## src/rtl/gcd_operand_sequencer_if.sv

```systemverilog
// Bundle of the upstream operand handshake, the GCD controller bus and the
// downstream result handshake for gcd_operand_sequencer.
interface gcd_operand_sequencer_if #(
   parameter int WIDTH = 16
);
   logic             op_valid;
   logic             op_ready;
   logic [WIDTH-1:0] op_a;
   logic [WIDTH-1:0] op_b;
   logic             gcd_start;
   logic [WIDTH-1:0] gcd_data;
   logic             gcd_done;
   logic [WIDTH-1:0] gcd_result;
   logic             res_valid;
   logic             res_ready;
   logic [WIDTH-1:0] res_data;
   logic             res_err;
   logic             busy;

   modport master (
      input  op_valid, op_a, op_b, gcd_done, gcd_result, res_ready,
      output op_ready, gcd_start, gcd_data, res_valid, res_data, res_err, busy
   );

   modport slave (
      output op_valid, op_a, op_b, gcd_done, gcd_result, res_ready,
      input  op_ready, gcd_start, gcd_data, res_valid, res_data, res_err, busy
   );
endinterface

```

## src/rtl/gcd_operand_sequencer.sv

```systemverilog
// Feeds an operand pair to the subtractive GCD controller (A then B on the
// shared data bus), waits for done or timeout and hands the result downstream.
module gcd_operand_sequencer #(
   parameter int WIDTH    = 16,
   parameter int LOAD_CYC = 1,
   parameter int TIMEOUT  = 65535
) (
   input logic clk,
   input logic rst,
   gcd_operand_sequencer_if.master bus
);

   typedef enum logic [2:0] {
      ST_IDLE,
      ST_LOAD_A,
      ST_LOAD_B,
      ST_WAIT,
      ST_RESP
   } state_t;

   localparam logic [3:0]  LOAD_LAST = 4'(LOAD_CYC - 1);
   localparam logic [16:0] TIMEOUT_L = 17'(TIMEOUT);

   state_t           state_q, state_n;
   logic             start_q, start_n;
   logic [WIDTH-1:0] data_q, data_n;
   logic [WIDTH-1:0] b_q, b_n;
   logic             rvalid_q, rvalid_n;
   logic [WIDTH-1:0] rdata_q, rdata_n;
   logic             rerr_q, rerr_n;
   logic             busy_q, busy_n;
   logic [3:0]       lcnt_q, lcnt_n;
   logic [15:0]      tcnt_q, tcnt_n;
   logic [16:0]      tcnt_inc;

   assign tcnt_inc = {1'b0, tcnt_q} + 17'd1;

   // Every output except op_ready is a flop so the GCD bus and result port
   // are glitch-free; op_ready has to react combinationally to IDLE.
   always_ff @(posedge clk) begin
      if (rst) begin
         state_q  <= ST_IDLE;
         start_q  <= 1'b0;
         data_q   <= '0;
         b_q      <= '0;
         rvalid_q <= 1'b0;
         rdata_q  <= '0;
         rerr_q   <= 1'b0;
         busy_q   <= 1'b0;
         lcnt_q   <= '0;
         tcnt_q   <= '0;
      end else begin
         state_q  <= state_n;
         start_q  <= start_n;
         data_q   <= data_n;
         b_q      <= b_n;
         rvalid_q <= rvalid_n;
         rdata_q  <= rdata_n;
         rerr_q   <= rerr_n;
         busy_q   <= busy_n;
         lcnt_q   <= lcnt_n;
         tcnt_q   <= tcnt_n;
      end
   end

   // Next-state logic computes the value each output register takes on
   // entering the next state, so outputs line up with the state they belong to.
   always_comb begin
      state_n  = state_q;
      start_n  = start_q;
      data_n   = data_q;
      b_n      = b_q;
      rvalid_n = rvalid_q;
      rdata_n  = rdata_q;
      rerr_n   = rerr_q;
      lcnt_n   = lcnt_q;
      tcnt_n   = tcnt_q;

      case (state_q)
         ST_IDLE: begin
            start_n  = 1'b0;
            data_n   = '0;
            rvalid_n = 1'b0;
            if (bus.op_valid) begin
               b_n = bus.op_b;
               if (bus.op_a == '0 && bus.op_b == '0) begin
                  state_n  = ST_RESP;
                  rvalid_n = 1'b1;
                  rdata_n  = '0;
                  rerr_n   = 1'b1;
               end else if (bus.op_a == '0 || bus.op_b == '0) begin
                  state_n  = ST_RESP;
                  rvalid_n = 1'b1;
                  rdata_n  = bus.op_a | bus.op_b;
                  rerr_n   = 1'b0;
               end else begin
                  state_n = ST_LOAD_A;
                  start_n = 1'b1;
                  data_n  = bus.op_a;
                  lcnt_n  = '0;
               end
            end
         end

         ST_LOAD_A: begin
            if (lcnt_q == LOAD_LAST) begin
               state_n = ST_LOAD_B;
               data_n  = b_q;
               lcnt_n  = '0;
            end else begin
               lcnt_n = lcnt_q + 4'd1;
            end
         end

         ST_LOAD_B: begin
            if (lcnt_q == LOAD_LAST) begin
               state_n = ST_WAIT;
               tcnt_n  = '0;
            end else begin
               lcnt_n = lcnt_q + 4'd1;
            end
         end

         ST_WAIT: begin
            // done is checked first so it wins over a coincident timeout
            if (bus.gcd_done) begin
               state_n  = ST_RESP;
               start_n  = 1'b0;
               data_n   = '0;
               rvalid_n = 1'b1;
               rdata_n  = bus.gcd_result;
               rerr_n   = 1'b0;
            end else if (tcnt_inc >= TIMEOUT_L) begin
               state_n  = ST_RESP;
               start_n  = 1'b0;
               data_n   = '0;
               rvalid_n = 1'b1;
               rdata_n  = '0;
               rerr_n   = 1'b1;
            end else if (tcnt_q != 16'hFFFF) begin
               tcnt_n = tcnt_q + 16'd1;
            end
         end

         ST_RESP: begin
            if (bus.res_ready) begin
               state_n  = ST_IDLE;
               rvalid_n = 1'b0;
            end
         end

         default: begin
            state_n  = ST_IDLE;
            start_n  = 1'b0;
            data_n   = '0;
            rvalid_n = 1'b0;
         end
      endcase

      busy_n = (state_n != ST_IDLE);
   end

   assign bus.op_ready  = (state_q == ST_IDLE);
   assign bus.gcd_start = start_q;
   assign bus.gcd_data  = data_q;
   assign bus.res_valid = rvalid_q;
   assign bus.res_data  = rdata_q;
   assign bus.res_err   = rerr_q;
   assign bus.busy      = busy_q;

endmodule

```

## src/flat_wrapper.sv

```systemverilog
// flat-port wrapper written by rule: the top's interface ports become plain ports
module gcd_operand_sequencer_flat 
#(
   parameter int WIDTH    = 16,
   parameter int LOAD_CYC = 1,
   parameter int TIMEOUT  = 65535
)
  (clk, rst, bus_op_valid, bus_op_a, bus_op_b, bus_gcd_done, bus_gcd_result, bus_res_ready, bus_op_ready, bus_gcd_start, bus_gcd_data, bus_res_valid, bus_res_data, bus_res_err, bus_busy);
  gcd_operand_sequencer_if #(.WIDTH(WIDTH)) bus_i ();
  input logic clk;
  input logic rst;
  input wire logic [$bits(bus_i.op_valid)-1:0] bus_op_valid;
  input wire logic [$bits(bus_i.op_a)-1:0] bus_op_a;
  input wire logic [$bits(bus_i.op_b)-1:0] bus_op_b;
  input wire logic [$bits(bus_i.gcd_done)-1:0] bus_gcd_done;
  input wire logic [$bits(bus_i.gcd_result)-1:0] bus_gcd_result;
  input wire logic [$bits(bus_i.res_ready)-1:0] bus_res_ready;
  output wire logic [$bits(bus_i.op_ready)-1:0] bus_op_ready;
  output wire logic [$bits(bus_i.gcd_start)-1:0] bus_gcd_start;
  output wire logic [$bits(bus_i.gcd_data)-1:0] bus_gcd_data;
  output wire logic [$bits(bus_i.res_valid)-1:0] bus_res_valid;
  output wire logic [$bits(bus_i.res_data)-1:0] bus_res_data;
  output wire logic [$bits(bus_i.res_err)-1:0] bus_res_err;
  output wire logic [$bits(bus_i.busy)-1:0] bus_busy;
  assign bus_i.op_valid = bus_op_valid;
  assign bus_i.op_a = bus_op_a;
  assign bus_i.op_b = bus_op_b;
  assign bus_i.gcd_done = bus_gcd_done;
  assign bus_i.gcd_result = bus_gcd_result;
  assign bus_i.res_ready = bus_res_ready;
  assign bus_op_ready = bus_i.op_ready;
  assign bus_gcd_start = bus_i.gcd_start;
  assign bus_gcd_data = bus_i.gcd_data;
  assign bus_res_valid = bus_i.res_valid;
  assign bus_res_data = bus_i.res_data;
  assign bus_res_err = bus_i.res_err;
  assign bus_busy = bus_i.busy;
  gcd_operand_sequencer #(.WIDTH(WIDTH), .LOAD_CYC(LOAD_CYC), .TIMEOUT(TIMEOUT)) u_core (.clk(clk), .rst(rst), .bus(bus_i));
endmodule
```

## config.mk

```make
export PLATFORM = sky130hd
export DESIGN_NAME = gcd_operand_sequencer_flat
export DESIGN_NICKNAME = d
export VERILOG_FILES = /design/src/rtl/gcd_operand_sequencer_if.sv /design/src/rtl/gcd_operand_sequencer.sv /design/src/flat_wrapper.sv
export SDC_FILE = /design/constraint.sdc
export NUM_CORES = 1
export LEC_CHECK = 0
export ABC_CLOCK_PERIOD_IN_PS = 3900
export BUFFER_PORTS_ARGS = -buffer_cell sky130_fd_sc_hd__buf_4
export CAP_MARGIN = 20
export CORE_AREA = 2 2 134 136
export DETAILED_ROUTE_END_ITERATION = 7
export DIE_AREA = 0 0 136 138
export GPL_TIMING_DRIVEN = 0
export PLACE_DENSITY = 0.52
export SETUP_SLACK_MARGIN = 0.05
export SLEW_MARGIN = 10
export SYNTH_ARGS = -nofsm -noshare
export SYNTH_HDL_FRONTEND = slang
export SYNTH_SLANG_ARGS = --single-unit
```

## constraint.sdc

```tcl
create_clock -name clk -period 3.9 [get_ports clk]
set_input_delay 0.585 -clock clk [delete_from_list [all_inputs] [get_ports clk]]
set_output_delay 0.585 -clock clk [all_outputs]
set_load 0.05 [all_outputs]
```

==> results of run 1 <==
layer usage:
| layer | routed length [µm] | GRT usage | vias up |
|---|---|---|---|
| met5 | 0 | 0 | - |
| met4 | 218 | 0.05373 | 0 |
| met3 | 669 | 0.02530 | 14 |
| met2 | 6255 | 0.2293 | 104 |
| met1 | 7320 | 0.2338 | 1959 |
| li1 | - | - | 2098 |
metrics by stage:
step	util	total power [mW]	area [µm²]	hold slack, ns
after global placement	0.2965	1.380	5199	0.4429
after detailed placement	0.2965	1.378	5199	0.4464
after global routing	0.3135	2.340	5497	0.4709
after CTS	0.3135	2.267	5497	0.4548
final	0.3135	2.242	5497	0.4547
after floorplan	-	1.188	4259	0.4360
synthesized netlist by cell type (all sizes together), types with 4 or more instances:
cell / count
a31oi: 6
buf: 10
nand4: 7
nor2: 39
a211oi: 4
a21oi: 39
dfxtp: 75
mux2: 34
inv: 11
o21ai: 29
nand3: 37
nor3b: 5
nor4: 11
a22oi: 16
nor3: 20
a41oi: 7
o311ai: 5
clkbuf: 34
ha: 4
nand2b: 13
o211ai: 4
nand2: 44
nor2b: 36
nand4b: 5
state kept, by name (all words and copies together), names as in the netlist, 3 cells and up:
| register | count |
|---|---|
| u_core.b_q | 16 |
| u_core.bus.gcd_data | 16 |
| u_core.bus.res_data | 16 |
| u_core.tcnt_q | 16 |
| u_core.lcnt_q | 4 |
| u_core.state_q | 3 |
worst reg2reg max path, stage by stage, from the launching register on:
cell,delay (ns)
dfxtp_1,0.51
ha_1,0.33
nand3_1,0.28
o311a_1,0.46
and4_1,0.23
o21ai_1,0.68
buf_4,0.34
mux2_2,0.35
cell families (layout without fill, tap and decap cells):
| kind of cell | Yosys count | after routing | synth area share |
|---|---|---|---|
| muxes | 36 | 36 | 0.1016 |
| AOI/OAI and AO/OA | 128 | 128 | 0.1948 |
| and+or+nand+nor | 227 | 227 | 0.2820 |
| buffers and inverters | 55 | 156 | 0.05523 |
| DFF | 75 | 75 | 0.3525 |
| xor gates and xnor gates | 1 | 1 | 0.002057 |
| adders and majority gates | 4 | 4 | 0.01175 |
final cells by class:
| class | count | area (µm²) |
|---|---|---|
| Timing Repair Buffer | 87 | 653.1 |
| Clock buffer | 11 | 232.7 |
| Sequential cell | 75 | 1501 |
| Buffer | 44 | 193.9 |
| Fill cell | 1946 | 12040 |
| Clock inverter | 3 | 65.06 |
| Tap cell | 229 | 286.5 |
| Inverter | 11 | 41.29 |
| Multi-Input combinational cell | 396 | 2522 |
path summary, 6_finish.rpt:
| kind | startpoint | to | slack, ns |
|---|---|---|---|
| worst max register to register | u_core.tcnt_q[1] | u_core.bus.gcd_data[12] | 0.61 |
| worst min-delay path | u_core.b_q[13] | u_core.b_q[13] | 0.45 |
| worst max-delay path | u_core.tcnt_q[1] | u_core.bus.gcd_data[12] | 0.61 |
| worst min register to register | u_core.b_q[13] | u_core.b_q[13] | 0.45 |
where the power goes:
part	total [mW]	switching [mW]	internal (mW)
clock network	0.878	0.326	0.553
registers	0.836	0.0224	0.814
logic	0.527	0.339	0.188
total	2.24	0.687	1.56
==> impl_metrics.csv, run 1 <==
group,metric,value,unit
flow_run,drv_cap,0,
finish,layout_common_cells,"88 x buf_4, 75 x dfxtp_1, 44 x nand2_1",
cts,path_clk_slew,0.06,ns
detailed_routing,routedWlPerCell,16.90,µm
logic_synthesis,synth.distinct_cells,55,
sta,finalCriticalPeriod,3.293,ns
sta,finClkSkew,0.007635,ns
detailed_routing,drt-initial-drc-count,259,
grt,grt_pass1_vias,4035,
logic_synthesis,yosysTopAreaCellShare,0.3525,
sta,setup_tns,0,ns
finish,synthToLayoutAreaGrowth,29.05,%
finish,drive_gt1_frac,0.2472,
logic_synthesis,synth_nets,583,
sta,slew_headroom,0.4146,
cts,cts_buffers,9,
die,dieWidth,136,µm
sta,finalCritPeriodShare,0.8444,
power,max-vdd-ir-drop,0.0001794,V
logic_synthesis,netlist_area,4259,µm²
grt,grt_pass1_wl,23.00,mm
place,post-place-ws,0.6432,ns
cts,cts_resized,0,
die,rows,49,
logic_synthesis,yosys_register_bits,75,
logic_synthesis,ys.flop_type,"dfxtp_1",
logic_synthesis,yosysTopAreaCell,"dfxtp_1",
logic_synthesis,synth_edf_count,0,
critical_path,crit_required,4.13,ns
power,cellPowerDensity,407.9,nW/µm²
sta,rsz0062_at_grt,"no",
detailed_routing,detail_route.vias_per_cell,4.877,
logic_synthesis,synth_cells,526,
die,die_area,18770,µm²
finish,layout.cells.non_filler,856,
sta,slew_viol_final,0,
sta,worst_pin_slew,0.8722,ns
logic_synthesis,synthTopCellsByArea,"dfxtp_1 35%, mux2_2 6.9%, nor2b_1 5.3%",
critical_path,end_kind,"flip-flop",
place,port_buffers,87,
place,place_inst,842,
detailed_routing,ant_nets,0,
finish,fin_nets,681,
place,routabilityCongestion,0.8059,
outcome,status,"completed",
grt,overflow,0,
die,start_util,0.2429,
critical_path,worst_path_dominant_cell_family,"compound AO/OA/AOI/OAI gates",
cts,hold_buffers,0,
critical_path,cp_slowest_stage_delay,0.68,ns
grt,grt_use_total,0.1574,
detailed_routing,dr.pass1.iters,4,
critical_path,crit_buf_inv,1,
cts,clockBufferDepth,2,
cts,cts_num_sinks,75,
finish,n_antenna_cell,0,
critical_path,crit_cells,7,
logic_synthesis,syn_avg_cell_area,8.097,µm²
critical_path,cp_max_fo,10,
detailed_routing,wl,14.46,mm
sta,hold_viol_final,0,
hold_path,hold_class,"flip-flop to flip-flop",
cts,worst_skew_pair.late_latency,0.34,ns
critical_path,cp-start-kind,"flip-flop",
cts,cts_tree,"done",
finish,final_common_cell,"buf_4",
die,coreArea,17530,µm²
critical_path,crit_path_top_delay_cell,"o21ai_1",
die,boundaryPins,90,
critical_path,critical_path_class,"flip-flop to flip-flop",
cts,cts_htree_levels,3,
critical_path,ff2ff_path_depth,7,
power,leakage,2.139,nW
cts,cts_setup_buffers,0,
cts,clock-root-buffer,"clkbuf_16",
die,die_h,138,µm
sta,fmax,0.3037,GHz
detailed_routing,drc_errors,0,
logic_synthesis,synth_warnings,0,
sta,layout_setup_ws,0.6068,ns
critical_path,arrival,3.52,ns
place,place_hpwl,10.80,mm
grt,grt_max_degree,12,
detailed_routing,num_vias,4175,
critical_path,path_cells,"ha_1 > nand3_1 > o311a_1 > and4_1 > o21ai_1 > buf_4 > mux2_2",
grt,antenna_found_initial,0,
logic_synthesis,yosysSeqAreaShare,0.3525,
hold_path,hold_depth,2,
sta,setup_viol,0,
logic_synthesis,synth-async-reset-ratio,0,
Note: power is estimated with default switching activity, not from simulation.
==> run 2, diff against run 1 <==
--- a/config.mk
+++ b/config.mk
@@ -5,12 +5,13 @@
 export SDC_FILE = /design/constraint.sdc
 export NUM_CORES = 1
 export LEC_CHECK = 0
-export ABC_CLOCK_PERIOD_IN_PS = 3900
+export ABC_AREA = 1
+export ABC_CLOCK_PERIOD_IN_PS = 3200
 export BUFFER_PORTS_ARGS = -buffer_cell sky130_fd_sc_hd__buf_4
 export CAP_MARGIN = 20
-export CORE_AREA = 2 2 134 136
+export CORE_AREA = 2 2 135 137
 export DETAILED_ROUTE_END_ITERATION = 7
-export DIE_AREA = 0 0 136 138
+export DIE_AREA = 0 0 137 139
 export GPL_TIMING_DRIVEN = 0
 export PLACE_DENSITY = 0.52
 export SETUP_SLACK_MARGIN = 0.05
==> constraint.sdc (replaced) <==
create_clock -name clk -period 3.2 [get_ports clk]
set_input_delay 0.48 -clock clk [delete_from_list [all_inputs] [get_ports clk]]
set_output_delay 0.48 -clock clk [all_outputs]
set_load 0.05 [all_outputs]
==> run 2 against run 1 <==
Core utilization is 0.43 points higher. Setup slack improved by 0.16 ns. Final cell count increased by 17%. Fmax is 35% higher. Register-to-register slack better by 0.16 ns. Non-clock buffer count is 5 lower. Clock skew grew 0.0075 ns. Sequential share of layout area shrank 0.56 points. Highest routed layer unchanged. Global-route usage increased by 0.68 points. Cell area increased by 2.1%. Worst hold slack lost 0.13 ns.
==> impl_metrics.csv, run 2 <==
group,metric,value,unit
outcome,status,"completed",
critical_path,rrSetupSlack,0.77,ns
critical_path,rr_startpoint,"u_core.tcnt_q[0]",
sta,slew_headroom,0.5989,
die,die_area,19040,µm²
place,routabilityCongestion,0.8459,
critical_path,cp_max_fo,10,
die,coreArea,17660,µm²
logic_synthesis,synth_cells,666,
die,boundaryPins,90,
cts,worst_skew_pair.late_latency,0.36,ns
logic_synthesis,synth_nets,723,
place,port_buffers,88,
power,cellPowerDensity,912.1,nW/µm²
power,max-vdd-ir-drop,0.0004535,V
grt,grt_pass1_vias,4470,
sta,layout_setup_ws,0.7683,ns
hold_path,hold-path-endpoint,"u_core.tcnt_q[3]",
grt,grt_max_degree,15,
cts,cts_setup_buffers,0,
logic_synthesis,yosys_register_bits,75,
logic_synthesis,synth_warnings,0,
hold_path,worstHoldStart,"rst",
finish,layout_common_cells,"136 x nor2_1, 122 x nand2_1, 89 x buf_4",
critical_path,crit_required,3.43,ns
sta,finalCritPeriodShare,0.7599,
power,finalPower,5.118,mW
cts,cts_tree,"done",
sta,setup_viol,0,
finish,final_common_cell,"nor2_1",
cts,clockBufferDepth,2,
critical_path,startpoint,"u_core.tcnt_q[0]",
detailed_routing,ant_nets,0,
grt,grt_use_total,0.1643,
finish,fin_nets,822,
finish,drive_gt1_frac,0.1909,
logic_synthesis,yosysTopAreaCellShare,0.3460,
finish,n_fill_cell,1993,
grt,grt_pass1_wl,23.92,mm
critical_path,cp-start-kind,"flip-flop",
critical_path,critical_path_class,"flip-flop to flip-flop",
sta,hold_viol_final,0,
cts,cts_buffers,9,
logic_synthesis,synth_edf_count,0,
critical_path,ff2ff_path_depth,14,
detailed_routing,wl,15.30,mm
place,post-place-ws,0.6987,ns
sta,worst_pin_slew,0.6017,ns
logic_synthesis,netlist_area,4339,µm²
logic_synthesis,syn_avg_cell_area,6.515,µm²
place,place_hpwl,11.83,mm
die,die_h,139,µm
die,dieWidth,137,µm
cts,path_clk_slew,0.06,ns
detailed_routing,detail_route.vias_per_cell,4.640,
hold_path,hold_class,"input port to flip-flop",
logic_synthesis,synthTopCellsByArea,"dfxtp_1 35%, nor2_1 12%, nand2_1 11%",
cts,hold_buffers,0,
die,rows,49,
detailed_routing,routedWlPerCell,15.31,µm
logic_synthesis,synth.distinct_cells,30,
die,start_util,0.2457,
logic_synthesis,synth-async-reset-ratio,0,
sta,hold_slack,0.3201,ns
cts,cts_htree_levels,3,
detailed_routing,num_vias,4635,
sta,finalCriticalPeriod,2.432,ns
detailed_routing,dr.pass1.iters,5,
sta,rsz0062_at_grt,"no",
grt,overflow,0,
grt,antenna_found_initial,0,
sta,setup_tns,0,ns
critical_path,reg2reg_to,"u_core.tcnt_q[7]",
cts,cts_num_sinks,75,
hold_path,hold_depth,2,
logic_synthesis,yosysSeqAreaShare,0.3460,
logic_synthesis,synth_most_common_cell,"nor2_1",
detailed_routing,drt-initial-drc-count,355,
sta,fmax,0.4112,GHz
finish,synthToLayoutAreaGrowth,29.33,%
finish,n_antenna_cell,0,
sta,finClkSkew,0.01511,ns
detailed_routing,drc_errors,0,
logic_synthesis,ys.flop_type,"dfxtp_1",
critical_path,end_kind,"flip-flop",
cts,cts_resized,0,
critical_path,arrival,2.67,ns
power,leakage,2.524,nW
sta,slew_viol_final,0,
logic_synthesis,synthTopCellsByCount,"136 x nor2_1, 122 x nand2_1, 75 x dfxtp_1, 58 x o21ai_0, 52 x nand3_1",
logic_synthesis,yosysTopAreaCell,"dfxtp_1",
flow_run,drv_cap,0,
cts,clock-root-buffer,"clkbuf_16",
## run 2: metal layers
metal | track usage | wire length, µm | part of all wire
met1 | 0.2139 | 6981 | 0.46
met3 | 0.03911 | 780 | 0.051
met4 | 0.03364 | 140 | 0.0092
met5 | 0 | 0 | 0
met2 | 0.2749 | 7394 | 0.48
## run 2: layout make-up
type | instances | area [µm²] | share of cell area
clock inverter | 6 | 96.34 | 0.01717
buffer | 38 | 214.0 | 0.03813
sequential | 75 | 1501 | 0.2676
multi-input combinational | 506 | 2447 | 0.4361
clock buffer | 10 | 229.0 | 0.04080
timing repair buffer | 88 | 660.6 | 0.1177
inverter | 47 | 176.4 | 0.03144
tap | 229 | 286.5 | 0.05106
## run 2: logic make-up (layout without fill, tap and decap cells)
family          after synthesis  count (layout)  synth area share
xor+xnor                      2               2          0.004038
compound gates              137             137            0.1765
buf+inv                      85             189           0.08996
fa+ha+maj                     4               4           0.01153
flops                        75              75            0.3460
simple gates                363             363            0.3720
## run 2: worst max-delay path by stage
stage | end | slack, ns | cells past startpoint
after global placement | u_core.bus.res_data[14] | 0.70 | 11
final | u_core.tcnt_q[7] | 0.77 | 14
after CTS | u_core.tcnt_q[7] | 0.75 | 14
after floorplan | u_core.bus.res_err | 1.12 | 11
after global routing | u_core.tcnt_q[10] | 0.54 | 14
after detailed placement | u_core.bus.res_err | 0.70 | 11
## run 2: worst max-delay path, stage by stage (launching register included)
cell     delay, ns
dfxtp_1       0.43
ha_1          0.22
nand3_1       0.14
nor2_1        0.25
nand2_1       0.11
nand2_1       0.08
nand3_1       0.07
nor2_1        0.19
nand3_2       0.12
nand3_2       0.13
buf_6         0.19
buf_6         0.17
nand3_1       0.07
nand2_1       0.08
nor2_1        0.05
## run 2: metrics by stage
step | instance area, µm² | util | instances
after floorplan | 4339 | - | 666
after global placement | 5286 | 0.2994 | 983
after detailed placement | 5286 | 0.2994 | 983
after CTS | 5612 | 0.3178 | 999
after global routing | 5612 | 0.3178 | 999
final | 5612 | 0.3178 | 999
## run 2: report_power, final
part,switching (mW),internal [mW]
clock network,0.452,0.693
registers,0.245,1.25
logic,1.66,0.818
total,2.36,2.76
